==> src/rtl/reg_file_mp.sv <==
// rtl/reg_file_mp.sv - multi-port integer register file with pending scoreboard and write bypass
module reg_file_mp #(
  parameter int XLEN      = 32,
  parameter int NREGS     = 32,
  parameter int NRD       = 2,
  parameter int NWR       = 2,
  parameter int ZERO_REG  = 1,
  parameter int WR_BYPASS = 1,
  localparam int AW       = $clog2(NREGS)
) (
  input  logic                clock,
  input  logic                reset,
  input  logic [NRD*AW-1:0]   rd_addr,
  output logic [NRD*XLEN-1:0] rd_data,
  output logic [NRD-1:0]      rd_pending,
  input  logic [NWR-1:0]      wr_en,
  input  logic [NWR*AW-1:0]   wr_addr,
  input  logic [NWR*XLEN-1:0] wr_data,
  input  logic                sb_set,
  input  logic [AW-1:0]       sb_addr,
  output logic                any_pending
);

  logic [XLEN-1:0]  regs [NREGS];
  logic [NREGS-1:0] pending;
  logic [NREGS-1:0] pending_nxt;
  logic [NWR-1:0]   wr_ok;
  logic             sb_ok;

  // Qualify writes and scoreboard sets: address 0 is inert when x0 is hardwired.
  always_comb begin
    wr_ok = '0;
    for (int i = 0; i < NWR; i++) begin
      wr_ok[i] = wr_en[i] && !((ZERO_REG != 0) && (wr_addr[i*AW +: AW] == '0));
    end
    sb_ok = sb_set && !((ZERO_REG != 0) && (sb_addr == '0));
  end

  // Next pending vector: writes clear first, then the set is applied so it wins.
  always_comb begin
    pending_nxt = pending;
    for (int i = 0; i < NWR; i++) begin
      if (wr_ok[i]) pending_nxt[wr_addr[i*AW +: AW]] = 1'b0;
    end
    if (sb_ok) pending_nxt[sb_addr] = 1'b1;
  end

  // Register storage; ports are applied in ascending order so the highest index wins.
  always_ff @(posedge clock or posedge reset) begin
    if (reset) begin
      for (int r = 0; r < NREGS; r++) regs[r] <= '0;
    end else begin
      for (int i = 0; i < NWR; i++) begin
        if (wr_ok[i]) regs[wr_addr[i*AW +: AW]] <= wr_data[i*XLEN +: XLEN];
      end
    end
  end

  // Pending scoreboard and its registered summary bit.
  always_ff @(posedge clock or posedge reset) begin
    if (reset) begin
      pending     <= '0;
      any_pending <= 1'b0;
    end else begin
      pending     <= pending_nxt;
      any_pending <= |pending_nxt;
    end
  end

  // Combinational read ports with optional same-cycle forwarding of write data.
  always_comb begin
    rd_data    = '0;
    rd_pending = '0;
    for (int k = 0; k < NRD; k++) begin
      rd_data[k*XLEN +: XLEN] = regs[rd_addr[k*AW +: AW]];
      rd_pending[k]           = pending[rd_addr[k*AW +: AW]];
      if (WR_BYPASS != 0) begin
        for (int i = 0; i < NWR; i++) begin
          if (wr_ok[i] && (wr_addr[i*AW +: AW] == rd_addr[k*AW +: AW])) begin
            rd_data[k*XLEN +: XLEN] = wr_data[i*XLEN +: XLEN];
            rd_pending[k]           = 1'b0;
          end
        end
      end
      if ((ZERO_REG != 0) && (rd_addr[k*AW +: AW] == '0)) begin
        rd_data[k*XLEN +: XLEN] = '0;
        rd_pending[k]           = 1'b0;
      end
    end
    if (reset) begin
      rd_data    = '0;
      rd_pending = '0;
    end
  end

endmodule

==> config.mk <==
export PLATFORM = sky130hd
export DESIGN_NAME = reg_file_mp
export DESIGN_NICKNAME = d
export VERILOG_FILES = /design/src/rtl/reg_file_mp.sv
export SDC_FILE = /design/constraint.sdc
export NUM_CORES = 2
export LEC_CHECK = 0
export BUFFER_PORTS_ARGS = -buffer_cell sky130_fd_sc_hd__clkbuf_2
export CORE_UTILIZATION = 46
export CTS_BUF_LIST = sky130_fd_sc_hd__clkbuf_4 sky130_fd_sc_hd__clkbuf_8
export DETAILED_ROUTE_END_ITERATION = 6
export PLACE_DENSITY = 0.61
export RECOVER_POWER = 25
export SETUP_SLACK_MARGIN = 0.05
export SYNTH_ARGS = -nofsm -noshare
export SYNTH_HDL_FRONTEND = slang
export SYNTH_SLANG_ARGS = --single-unit
==> constraint.sdc <==
create_clock -name clock -period 40.6 [get_ports clock]
set_clock_uncertainty 0.05 [all_clocks]
set_input_delay 4.06 -clock clock [delete_from_list [all_inputs] [get_ports clock]]
set_output_delay 4.06 -clock clock [all_outputs]
set_load 0.01 [all_outputs]
==> results.json <==
{
  "outcome": "finished, violations left",
  "failed_checks": "DRC, capacitance limit, slew limit",
  "numPortBuffers": 160,
  "post_cts_resized": 0,
  "fp.dieArea_sq_um": 146000,
  "core_area_sq_um": 144000,
  "holdPathStages": 0,
  "hold_class": "flip-flop to flip-flop",
  "synthDistinctLibCells": 61,
  "ant_nets": 0,
  "fin_crit_sh": 0.409,
  "area_delta_synth_final_pct": 7.97,
  "fmax_ghz": 0.0603,
  "grt_pass1_wl_um": 381000,
  "dp_hpwl_um": 143000,
  "vdd_drop_max_mv": 0.0250,
  "dpl_worst_slack_ns": 27.69,
  "clock_path_buffers": 3,
  "grt_pass1_vias": 51100,
  "drtPass1Iterations": 7,
  "synthTopCellsByCount": "mux2i_1 (1179), dfrtp_1 (1057), nor2_1 (661)",
  "num_vias": 54300,
  "dieWidth_um": 382,
  "finalMaxSlewViolations": 749,
  "synthCells": 6225,
  "wl_um": 267000,
  "worst_slack_ns": 24.01,
  "utilization": 0.500,
  "arrival_ns": 12.48,
  "drcViolationCount": 48,
  "synth_edf_count": 0,
  "seq_area_frac_synth": 0.397,
  "drtIter0Drc": 9015,
  "synth_top_cell_area_share": 0.397,
  "power_frac_seq": 0.433,
  "yosys-top-cells-area": "dfrtp_1 (40%), mux4_2 (18%), mux2i_1 (18%)",
  "gp_congestion": 0.882,
  "powerDensity_nw_per_um2": 49.7,
  "r2r-start": "pending[17]",
  "reg2regPathDepth": 4,
  "cts_sinks": 1057,
  "cts_buffers": 190,
  "p_comb_frac": 0.251,
  "start_util": 0.463,
  "clkPwrFrac": 0.315,
  "leakagePower_nw": 33.4,
  "p_switching_mw": 1.13,
  "hold_path.startpoint": "regs[1012]",
  "wire_per_inst_um": 33.8,
  "synth.most_common_cell": "mux2i_1",
  "drive_gt1_frac": 0.201,
  "viasPerCell": 6.86,
  "antenna_found_initial": 27,
  "rsz0062_at_grt": "false",
  "worstSetupPathType": "input port to primary output",
  "whs_endpoint": "regs[1012]",
  "die_y_um": 382,
  "p_int_mw": 2.45,
  "final_nets": 5943,
  "pin_count": 161,
  "cp-end-kind": "primary output",
  "post_cts_buffers": 0,
  "critPathRequiredTime_ns": 36.49,
  "path_max_fanout": 112,
  "grt_remaining_overflow": 0,
  "grt_max_degree": 173,
  "grt.total_usage": 0.362,
  "ctsRootBufferMaster": "clkbuf_8",
  "ys_seq_elements": 1057,
  "num_rows": 139,
  "syn_area_per_cell_sq_um": 10.7,
  "ys.flop_type": "dfrtp_1",
  "syn_nets": 6319,
  "reg2reg_slack_ns": 38.76,
  "fillCellCount": 12900,
  "r2r_end": "any_pending",
  "cts_hold_buf": 0,
  "maxCapViolCount": 11,
  "final.setup.tns_ns": 0,
  "synthArstFlopShare": 1.00,
  "max-slew-margin-rel": -5.18,
  "worst_setup_path_start_kind": "input port",
  "yosysTopAreaCell": "dfrtp_1",
  "clock_latency_ns": 0.99,
  "power_mw": 3.57,
  "timing.hold.ws_ns": 0.344,
  "finalHoldViolCount": 0,
  "syn-cell-area_sq_um": 66600,
  "setup_viol": 0,
  "synth_warnings": 0,
  "clk_pin_slew_ns": 0.07,
  "cts_tree": "yes",
  "htree_levels": 4,
  "switching_share": 0.316,
  "period_needed_ns": 16.59,
  "tightest_slew_ns": 9.27
}
==> how the worst max path moves through the flow <==
stage               slack, ns     endpoint  cells past startpoint       start
finish                  24.01  rd_data[44]                      8       reset
CTS                     27.68  rd_data[44]                      8  rd_addr[6]
global route            22.63     regs[77]                      3       reset
global placement        27.71  rd_data[44]                      8  rd_addr[6]
floorplan                6.66  rd_data[42]                      6       reset
detailed placement      27.69  rd_data[44]                      8  rd_addr[6]
==> worst max-delay path, stage by stage <==
cell and delay, ns:
clkbuf_1 0.21, clkinvlp_2 3.99, o41ai_1 1.69, nor2_4 0.04, buf_4 0.38, nand2b_2 1.09, o21ai_0 0.63, clkbuf_2 0.27
==> power by group through the flow <==
stage          logic, mW  clock network [mW]  registers (mW)
6_report           0.899                1.13            1.55
5_1_grt            0.970                1.18            1.58
4_1_cts            0.889                1.13            1.53
3_5_place_dp       0.889                   0            1.55
3_3_place_gp       0.866                   0            1.53
2_1_floorplan      0.709                   0            1.48
==> cell type report <==
class | instances | area [sq um] | share of cell area
diodes | 8 | 20.0 | 0.000279
clock buffers | 312 | 3960 | 0.0551
multi-input cells | 4323 | 37000 | 0.515
clock inverters | 26 | 253 | 0.00352
flip-flops and latches | 1057 | 26500 | 0.368
well taps | 1903 | 2380 | 0.0331
repair buffers | 273 | 1750 | 0.0243
inverters | 4 | 16.3 | 0.000226
==> flip-flops by register name (all words and copies together), names as in the netlist <==
name,cells
any_pending,1
pending,32
regs,1024
==> kinds of logic after synthesis <==
group | share of synthesized area
flops | 0.397
buf+inv | 0.0523
xor+xnor | 0.00263
compound gates | 0.117
simple gates | 0.0753
mux | 0.356
==> placed cells by master (no fill, tap or decap), types with 14 or more instances in the layout <==
cell type and instances:
mux4_2 527, a32oi_1 124, nand2_1 435, a32o_1 25
mux2i_1 1179, clkinv_2 14, a22oi_1 54, o21ai_0 437
a21oi_1 613, clkbuf_8 259, xnor2_1 15, nor2_1 656
buf_4 105, clkbuf_4 53, dfrtp_1 1057, o22ai_1 66
clkbuf_2 150, nand2_4 18
==> layer usage <==
layer	vias up	global-route usage	wire (um)
met4	30	0.179	14900
met5	-	0	188
met2	4017	0.511	113000
met3	889	0.115	35800
met1	27200	0.502	104000
li1	22200	-	-
==> metrics by stage <==
step / cells / area, sq um
after CTS: 7898 / 72000
after global routing: 7900 / 71800
after floorplan: 6225 / 66600
after global placement: 7560 / 67800
after detailed placement: 7560 / 67800
final: 7906 / 71900
(Power assumes the default switching activity.)
